[src/rtl/cmp_stat_unit.sv]
// cmp_stat_unit: counts one-hot comparator relation samples, tracks runs of equal relations, flags illegal samples
module cmp_stat_unit #(
   parameter int CNT_W   = 8,
   parameter int RUN_LEN = 3
) (
   input  logic             clk,
   input  logic             rst_n,
   input  logic             in_valid,
   input  logic             a_gt_b,
   input  logic             a_eq_b,
   input  logic             a_ls_b,
   input  logic             clr,
   output logic [CNT_W-1:0] cnt_gt,
   output logic [CNT_W-1:0] cnt_eq,
   output logic [CNT_W-1:0] cnt_ls,
   output logic [1:0]       run_state,
   output logic             run_match,
   output logic             out_valid,
   output logic             err
);
   typedef enum logic [1:0] {IDLE = 2'b00, GT = 2'b01, EQ = 2'b10, LS = 2'b11} state_t;
   localparam logic [3:0]       RL  = 4'(RUN_LEN);
   localparam logic [CNT_W-1:0] MAX = '1;
   state_t           state_q, state_d, rel;
   logic [3:0]       run_cnt_q, run_cnt_d;
   logic [CNT_W-1:0] gt_q, gt_d, eq_q, eq_d, ls_q, ls_d;
   logic             match_q, match_d, ov_q, ov_d, err_q, err_d;
   logic             one_hot, acc, ill;
   always_comb begin
      one_hot   = $onehot({a_gt_b, a_eq_b, a_ls_b});
      acc       = in_valid & ~clr & one_hot;
      ill       = in_valid & ~clr & ~one_hot;
      rel       = a_gt_b ? GT : a_eq_b ? EQ : LS;
      gt_d      = clr ? '0 : (acc && rel == GT && gt_q != MAX) ? gt_q + 1'b1 : gt_q;
      eq_d      = clr ? '0 : (acc && rel == EQ && eq_q != MAX) ? eq_q + 1'b1 : eq_q;
      ls_d      = clr ? '0 : (acc && rel == LS && ls_q != MAX) ? ls_q + 1'b1 : ls_q;
      state_d   = (clr || ill) ? IDLE : acc ? rel : state_q;
      // a new relation (including the first after IDLE) always restarts the run at 1
      run_cnt_d = (clr || ill) ? 4'd0 : !acc ? run_cnt_q : rel != state_q ? 4'd1 :
                  run_cnt_q == RL ? RL : run_cnt_q + 4'd1;
      match_d   = acc && rel == state_q && run_cnt_q == RL - 4'd1;
      ov_d      = acc;
      err_d     = !clr && (err_q || ill);
   end
   always_ff @(posedge clk or negedge rst_n) begin
      if (!rst_n) begin
         gt_q      <= '0;
         eq_q      <= '0;
         ls_q      <= '0;
         state_q   <= IDLE;
         run_cnt_q <= 4'd0;
         match_q   <= 1'b0;
         ov_q      <= 1'b0;
         err_q     <= 1'b0;
      end else begin
         gt_q      <= gt_d;
         eq_q      <= eq_d;
         ls_q      <= ls_d;
         state_q   <= state_d;
         run_cnt_q <= run_cnt_d;
         match_q   <= match_d;
         ov_q      <= ov_d;
         err_q     <= err_d;
      end
   end
   assign cnt_gt    = gt_q;
   assign cnt_eq    = eq_q;
   assign cnt_ls    = ls_q;
   assign run_state = state_q;
   assign run_match = match_q;
   assign out_valid = ov_q;
   assign err       = err_q;
endmodule

[config.mk]
export PLATFORM = sky130hd
export DESIGN_NAME = cmp_stat_unit
export DESIGN_NICKNAME = d
export VERILOG_FILES = /design/src/rtl/cmp_stat_unit.sv
export SDC_FILE = /design/constraint.sdc
export NUM_CORES = 1
export LEC_CHECK = 0
export CORE_ASPECT_RATIO = 1.4
export CORE_MARGIN = 2
export CORE_UTILIZATION = 55
export CTS_CLUSTER_DIAMETER = 40
export DETAILED_ROUTE_END_ITERATION = 16
export GPL_ROUTABILITY_DRIVEN = 0
export PLACE_DENSITY = 0.85
export SLEW_MARGIN = 10
export SYNTH_ARGS = -nofsm -noshare
export SYNTH_HDL_FRONTEND = slang
export SYNTH_SLANG_ARGS = --single-unit
[constraint.sdc]
create_clock -name clk -period 2.79 [get_ports clk]
set_input_delay 0.837 -clock clk [delete_from_list [all_inputs] [get_ports clk]]
set_output_delay 0.837 -clock clk [all_outputs]
set_load 0.02 [all_outputs]
# Word-level counts from Yosys, hierarchy flattened
# Index checks and enable logic that the tools add are counted.
[totals] word_cells=60 in_bits=7 regBits=33 out_inout_bits=29
[op_classes] reduce_logical=16 add_sub_neg=6 bitwise=5 n_eq_ne=11 mux=14
[op_table] operator="$mux W8" n=6
[op_table] operator="$add A8 B1 Y8 const B" n=3
[op_table] operator="$ne A8 B8 Y1 const B" n=3
[op_table] operator="$mux W4" n=4
[op_table] operator="$logic_and A1 B1 Y1" n=9
[op_table] operator="$eq A4 B2 Y1 const B" n=2
[op_table] operator="$reduce_bool A2 Y1" n=4
[op_table] operator="$mux W2" n=3
[op_table] operator="$add A4 B1 Y4 const B" n=1
[op_table] operator="$eq A2 B1 Y1 const B" n=2
[op_table] operator="$eq A2 B2 Y1 const B" n=2
[op_table] operator="$and A1 B1 Y1" n=3
[op_table] operator="$add A1 B1 Y2" n=1
[op_table] operator="$add A2 B1 Y2" n=1
[op_table] operator="$eq A2 B2 Y1" n=1
[op_table] operator="$logic_or A1 B1 Y1" n=2
[op_table] operator="$ne A2 B2 Y1" n=1
[op_table] operator="$not A1 Y1" n=2
[op_table] operator="$logic_not A1 Y1" n=1
[op_table] operator="$mux W1" n=1

# Logic depth before layout (Yosys ltp)
# Gate-level depths: netlist of the first run.
[logic_depth] depth_word=8 depth_mapped=7 ltp_nobuf=6

# Least setup slack after synthesis of the first run
# No wires, ideal clock.
[synth_path] path_kind="input-to-reg" startpoint="input port a_gt_b" endpoint="register gt_q[7], in the netlist cnt_gt[7]" path_stages=5 path_slack_ns=0.219 path_buffers=0 t_arrival_ns=2.445 t_required_ns=2.664 setup_ns=0.126 cell_sequence="fa_1 nand4bb_4 a311oi_2 nor2_1 a221o_1"
[synth_via] elab_chain_len=6 word_cells_on_any_way=8 classes_between="add/sub: 1; eq/ne: 2; mux: 1; bitwise: 1; reduce/logical: 3"
[synth_lines] element="start: declaration" line="9" rtl="input logic a_gt_b,"
[synth_lines] element="$add A2 B1 Y2 (not written as such)" line="30" rtl="one_hot = $onehot({a_gt_b, a_eq_b, a_ls_b});"
[synth_lines] element="$eq A2 B1 Y1" line="30"
[synth_lines] element="$and A1 B1 Y1" line="31" rtl="acc = in_valid & ~clr & one_hot;"
[synth_lines] element="$logic_and A1 B1 Y1 * (2 in a row)" line="34" rtl="gt_d = clr ? '0 : (acc && rel == GT && gt_q != MAX) ? gt_q + 1'b1 : gt_q;"
[synth_lines] element="$reduce_bool A2 Y1 (no source line) *"
[synth_lines] element="end signal: assignment" line="56" rtl="gt_q <= gt_d;"
[synth_lines] element="end: declaration" line="26" rtl="logic [CNT_W-1:0] gt_q, gt_d, eq_q, eq_d, ls_q, ls_d;"
# Mark *: on every way between the ends. The rest lies on a longest branch, timed or not.
# A chain may end at the register's enable or synchronous reset.

# Final worst setup path of the first run
[layout_path] startpoint="input port a_eq_b" endpoint="register ls_q[3], in the netlist cnt_ls[3]"
[layout_via] elab_chain_len=7 word_cells_on_any_way=10 classes_between="add/sub: 2; eq/ne: 2; mux: 2; bitwise: 1; reduce/logical: 3"
[layout_lines] element="start: declaration" line="10" rtl="input logic a_eq_b,"
[layout_lines] element="$add A1 B1 Y2 (not written as such)" line="30"
[layout_lines] element="$add A2 B1 Y2 (not written as such)" line="30"
[layout_lines] element="$eq A2 B1 Y1" line="30"
[layout_lines] element="$and A1 B1 Y1" line="31"
[layout_lines] element="via acc" line="28" rtl="logic one_hot, acc, ill;"
[layout_lines] element="$logic_and A1 B1 Y1 (2 in a row)" line="36" rtl="ls_d = clr ? '0 : (acc && rel == LS && ls_q != MAX) ? ls_q + 1'b1 : ls_q;"
[layout_lines] element="$reduce_bool A2 Y1 (no source line)"
[layout_lines] element="end signal: assignment" line="58" rtl="ls_q <= ls_d;"
[layout_lines] element="end: declaration" line="26"
# The timed path passes the listed nets, and every way through them passes these cells.

==> flow_metrics.py, run 1 <==
metrics = {
    "finish": {
        "drive_gt1_share_pct": 13.0,
        "multi_input_area_sq_um": 895,
        "layout.cells.non_filler": 278,
        "final_cell_mix": "clkdlybuf4s50_1, dfrtp_1, nand2_1",
        "synthToLayoutAreaGrowth_pct": 34.6,
        "register_area_sq_um": 826,
        "fin_nets": 251,
        "design_area_sq_um": 2370,
        "final_common_cell": "clkdlybuf4s50_1",
        "n_antenna_cell": 0,
        "nFillCells": 206,
    },
    "floorplanning": {
        "ios": 36,
        "die-width_um": 51.8,
        "start_util_pct": 57.0,
        "die_h_um": 71.0,
        "core-area_sq_um": 3090,
        "dieArea_sq_um": 3680,
        "rows": 24,
    },
    "synthesis": {
        "syn_avg_cell_area_sq_um": 9.57,
        "synth-edff-count": 0,
        "ys_seq_area_share_pct": 46.9,
        "ys_ff_latch": 33,
        "synth_area_leaders": "dfrtp_1, nand3_1, nand2_1, ha_1, o21ai_0",
        "synth_ff_type": "dfrtp_1",
        "netlist_instances": 184,
        "netlist.area_leader.share_pct": 46.9,
        "async_flop_share_pct": 100,
        "synth_cell_type_count": 40,
        "ys.warnings.count": 0,
        "synth.cell_area_sq_um": 1760,
        "yosys.area.top_type": "dfrtp_1",
        "syn_nets": 197,
    },
    "flow_run": {
        "cap_violations": 0,
    },
    "timing": {
        "post-route-period-util_pct": 97.1,
        "clock_skew_ns": 0.00687,
        "fin_ws_ns": 0.0808,
        "rsz0062_at_grt": "yes",
        "worst_pin_slew_ns": 0.479,
        "holdWs_ns": 0.522,
        "drv_slew": 0,
        "finalHoldViolCount": 0,
        "min_period_ns": 2.71,
        "slew_headroom_pct": 68.0,
        "setup_viol": 0,
        "fmax_mhz": 369,
    },
    "critical_path": {
        "critical-path-max-stage-delay_ns": 0.59,
        "cp_max_fo": 5,
        "cp_cell_sequence": "clkdlybuf4s50_1 > fa_1 > nand4bb_4 > inv_2 > o211ai_1 > and2_1 > a211o_1",
        "arrival_ns": 2.89,
        "required_ns": 2.97,
        "critPathKind": "input port to flip-flop",
        "end_kind": "flip-flop",
        "cp_slowest_cell": "fa_1",
        "start_kind": "input port",
    },
    "global_route": {
        "grt_pass1_vias": 1654,
        "grt.overflow.total": 0,
        "grt_max_degree": 34,
        "track_usage_pct": 28.0,
        "antenna_found_initial": 0,
        "grt_pass1_wl_um": 7650,
    },
    "drt": {
        "vias": 1664,
        "vias_per_cell": 5.99,
        "drc": 0,
        "wl_per_cell_um": 16.6,
        "drt_iter0_markers": 64,
        "firstDrtPassIters": 4,
        "wl_um": 4620,
        "ant_nets": 0,
    },
    "pwr": {
        "peakVddDrop_uv": 368,
        "p_leak_nw": 1.07,
        "p_per_area_nw_per_um2": 410,
    },
    "cts": {
        "cts_buffer_depth": 2,
        "cts.clk_slew.worst_paths_ns": 0.07,
        "htree_levels": 2,
        "cts_made_buffers": 5,
        "ctsHoldBuffers": 0,
        "clock_latency_ns": 0.29,
        "cts_root_buf": "clkbuf_8",
        "cts_sinks": 33,
        "cts_tree": "built",
    },
    "placed_design": {
        "dp_slack_ns": -0.253,
        "placed_cells": 270,
        "dpl_cell_area_sq_um": 2260,
        "io_buffers": 35,
        "dp_hpwl_um": 3270,
    },
    "run_status": {
        "status": "finished clean",
    },
    "min_path": {
        "worstHoldPathType": "flip-flop to flip-flop",
    },
}
==> layout make-up <==
type / instances / area share, %
Inverter: 10 / 1.58
Clock buffer: 7 / 4.06
Tap cell: 39 / 2.06
Sequential cell: 33 / 34.8
Multi-Input combinational cell: 138 / 37.7
Clock inverter: 1 / 0.211
Timing Repair Buffer: 50 / 19.5
==> Yosys cell counts, types with 2 or more instances <==
| cell type | count |
|---|---|
| nand3_1 | 14 |
| mux2i_1 | 3 |
| a311o_1 | 2 |
| nand2b_1 | 6 |
| nor4_1 | 2 |
| a22o_1 | 3 |
| o21ai_0 | 12 |
| o211ai_1 | 2 |
| and3_1 | 6 |
| a31o_2 | 2 |
| ha_1 | 5 |
| dfrtp_1 | 33 |
| nor3_1 | 4 |
| and2_1 | 3 |
| inv_1 | 8 |
| nand4_1 | 3 |
| a21oi_1 | 11 |
| a21o_1 | 4 |
| nor2_1 | 12 |
| buf_2 | 3 |
| a211o_1 | 3 |
| or3_1 | 8 |
| nand2_1 | 18 |
==> path summary, 6_finish.rpt <==
path                           start            to  slack, ns  depth (start not counted)
min in group asynchronous      rst_n     cnt_eq[5]       0.95                          2
hold / removal                   err           err       0.52                          2
max in group asynchronous      rst_n  run_cnt_q[0]       1.53                          2
setup reg to reg           cnt_eq[4]     cnt_eq[4]       0.96                          5
setup / recovery              a_eq_b     cnt_ls[3]       0.08                          7
hold reg to reg                  err           err       0.52                          2
==> critical path, delay by kind of cell <==
kind	cells	cell delay [ns]
fa+ha+maj	1	0.59
buf+inv	2	0.58
compound gates	2	0.45
simple gates	2	0.42
==> kinds of logic (layout without fill, tap and decap cells) <==
kind of cell	Yosys count	count (layout)	share of synthesized area, %
simple gates	81	81	24.7
compound gates	46	46	17.9
flops	33	33	46.9
buf+inv	13	68	2.98
fa+ha+maj	6	6	4.69
mux	4	4	2.34
xor+xnor	1	1	0.497
==> registers in the layout (all words and copies together) (netlist names) <==
register,count
run_match,1
cnt_gt,8
run_cnt_q,4
cnt_eq,8
out_valid,1
cnt_ls,8
err,1
run_state,2
==> report_power, final <==
group	total [mW]	internal, mW	switching [mW]	leakage (nW)
combinational	0.0871	0.0382	0.0489	0.562
sequential	0.490	0.484	0.00597	0.459
clock	0.396	0.223	0.173	0.0542
total	0.973	0.745	0.228	1.07
==> repair_timing <==
| item | CTS | global route |
|---|---|---|
| setup endpoints to repair | 1 | 4 |
| pin swaps | 0 | 1 |
| gates resized for setup | 1 | 1 |
| buffers inserted | 0 | 0 |
==> stage by stage <==
| stage | utilization, % | total power [mW] | TNS, ns |
|---|---|---|---|
| global route | 76.7 | 1.01 | -0.00164 |
| floorplan | - | 0.535 | 0 |
| global placement | 73.0 | 0.581 | -2.45 |
| CTS | 76.5 | 0.981 | 0 |
| detailed placement | 73.0 | 0.585 | -3.62 |
| finish | 76.7 | 0.973 | 0 |
==> per-layer routing <==
| metal | track usage (%) | vias to the layer above | routed length, um |
|---|---|---|---|
| li1 | - | 787 | - |
| met1 | 34.5 | 812 | 1830 |
| met2 | 46.6 | 56 | 2480 |
| met3 | 4.43 | 9 | 226 |
| met4 | 13.7 | 0 | 88 |
| met5 | 0 | - | 0 |
(Power assumes the default switching activity.)
==> run 2, diff against run 1 <==
--- a/config.mk
+++ b/config.mk
@@ -6,7 +6,6 @@
 export NUM_CORES = 1
 export LEC_CHECK = 0
 export CORE_ASPECT_RATIO = 1.4
-export CORE_MARGIN = 2
 export CORE_UTILIZATION = 55
 export CTS_CLUSTER_DIAMETER = 40
 export DETAILED_ROUTE_END_ITERATION = 16
==> run 2 against run 1 <==
Clock skew decreased by 0.0044 ns; core utilization increased by 1.9 points; cell count decreased by 1.8%; combinational power about the same; highest routed layer unchanged.
==> flow_metrics.py, run 2 (synthesis gave the netlist of run 1 again) <==
metrics = {
    "run_status": {
        "status": "finished clean",
    },
    "timing": {
        "post-route-period-util_pct": 98.0,
        "min_period_ns": 2.73,
        "rsz0062_at_grt": "no",
        "fin_ws_ns": 0.0560,
        "finalHoldViolCount": 0,
        "clock_skew_ns": 0.00251,
        "worst_pin_slew_ns": 0.442,
        "drv_slew": 0,
        "slew_headroom_pct": 70.4,
        "fmax_mhz": 366,
        "holdWs_ns": 0.518,
        "setup_viol": 0,
    },
    "finish": {
        "nFillCells": 206,
        "drive_gt1_share_pct": 11.0,
        "final_common_cell": "clkdlybuf4s50_1",
        "layout.cells.non_filler": 273,
        "synthToLayoutAreaGrowth_pct": 32.2,
        "n_antenna_cell": 0,
        "fin_nets": 248,
        "final_cell_mix": "clkdlybuf4s50_1, dfrtp_1, nand2_1",
    },
    "critical_path": {
        "end_kind": "flip-flop",
        "reg2reg_depth": 6,
        "critPathKind": "input port to flip-flop",
        "reg2reg_slack_ns": 0.92,
        "critical-path-max-stage-delay_ns": 0.62,
        "crit_start": "a_ls_b",
        "crit_buf_inv": 2,
        "start_kind": "input port",
        "required_ns": 3.01,
        "cp_cell_sequence": "clkdlybuf4s50_1 > fa_1 > nand4bb_4 > a311o_1 > buf_4 > nor3_1 > a211o_1",
        "r2r-end": "cnt_gt[5]",
        "critPathTopFamily": "adder cells",
        "cp_max_fo": 5,
        "r2r-start": "cnt_gt[0]",
        "arrival_ns": 2.96,
        "cp_slowest_cell": "fa_1",
    },
    "drt": {
        "vias": 1647,
        "wl_um": 4440,
        "vias_per_cell": 6.03,
        "wl_per_cell_um": 16.3,
        "ant_nets": 0,
        "firstDrtPassIters": 5,
        "drt_iter0_markers": 75,
        "drc": 0,
    },
    "pwr": {
        "p_leak_nw": 1.05,
        "peakVddDrop_uv": 320,
        "p_per_area_nw_per_um2": 395,
        "power_uw": 920,
    },
    "min_path": {
        "worstHoldPathType": "flip-flop to flip-flop",
        "whs_endpoint": "err",
        "worstHoldStart": "err",
        "holdPathStages": 2,
    },
    "cts": {
        "htree_levels": 2,
        "ctsHoldBuffers": 0,
        "cts_tree": "built",
        "cts_made_buffers": 5,
        "cts_buffer_depth": 2,
        "cts_root_buf": "clkbuf_8",
        "cts.clk_slew.worst_paths_ns": 0.06,
        "clock_latency_ns": 0.28,
        "cts_sinks": 33,
    },
    "global_route": {
        "track_usage_pct": 27.9,
        "grt_pass1_wl_um": 7000,
        "grt_max_degree": 34,
        "antenna_found_initial": 0,
        "grt_pass1_vias": 1614,
        "grt.overflow.total": 0,
    },
    "placed_design": {
        "placed_cells": 265,
        "io_buffers": 35,
        "dp_hpwl_um": 3250,
        "dp_slack_ns": -0.272,
    },
    "floorplanning": {
        "rows": 23,
        "ios": 36,
        "start_util_pct": 59.4,
        "core-area_sq_um": 2960,
        "dieArea_sq_um": 3440,
        "die_h_um": 69.0,
        "die-width_um": 49.8,
    },
    "flow_run": {
        "cap_violations": 0,
    },
}
-- run 2: timing repair --
action                                  CTS  global route
resized for setup                         0             3
endpoints found under the setup margin    0             5
buffers inserted                          0             0
-- run 2: per-layer routing --
| metal | up-vias | share of wire, % | GRT usage, % |
|---|---|---|---|
| met5 | - | 0 | 0 |
| met4 | 0 | 1.5 | 12.1 |
| met3 | 7 | 4.4 | 6.80 |
| met2 | 53 | 55 | 54.2 |
| met1 | 814 | 39 | 28.1 |
| li1 | 773 | - | - |
-- run 2: worst max-delay path by stage --
stage / end / depth (start not counted)
floorplan: cnt_gt[7] / 5
global placement: cnt_gt[3] / 6
global route: cnt_ls[3] / 7
detailed placement: cnt_gt[3] / 6
finish: cnt_gt[5] / 7
CTS: cnt_eq[6] / 7
-- run 2: power by group --
| part | internal [mW] | leakage [nW] | switching, mW |
|---|---|---|---|
| logic | 0.0380 | 0.549 | 0.0488 |
| registers | 0.484 | 0.459 | 0.00585 |
| clock network | 0.177 | 0.0395 | 0.166 |
| total | 0.699 | 1.05 | 0.220 |
-- run 2: area by class of cell --
| cell class | count | area [sq um] | area share (%) |
|---|---|---|---|
| Tap cell | 37 | 46.3 | 1.99 |
| Clock buffer | 8 | 80.1 | 3.44 |
| Timing Repair Buffer | 47 | 440 | 18.9 |
| Inverter | 10 | 37.5 | 1.61 |
| Multi-Input combinational cell | 138 | 900 | 38.6 |
| Sequential cell | 33 | 826 | 35.4 |
-- run 2: tightest hold or removal path: stages, from the launching register on --
cell and delay [ns]:
dfrtp_1 0.35, a21oi_1 0.04, nor2_1 0.09
-- run 2: stage by stage --
stage                     util, %  area (sq um)  setup TNS [ns]
after floorplan                 -          1760               0
after global placement       75.3          2230           -2.31
after detailed placement     75.3          2230           -3.65
after CTS                    78.0          2310               0
after global routing         78.6          2330               0
final                        78.6          2330               0
==> run 3, diff against run 2 <==
--- a/config.mk
+++ b/config.mk
@@ -11,7 +11,6 @@
 export DETAILED_ROUTE_END_ITERATION = 16
 export GPL_ROUTABILITY_DRIVEN = 0
 export PLACE_DENSITY = 0.85
-export SLEW_MARGIN = 10
 export SYNTH_ARGS = -nofsm -noshare
 export SYNTH_HDL_FRONTEND = slang
 export SYNTH_SLANG_ARGS = --single-unit
==> results of run 3 <==
No change in the layout: final DEF, timing and power equal those of run 2.
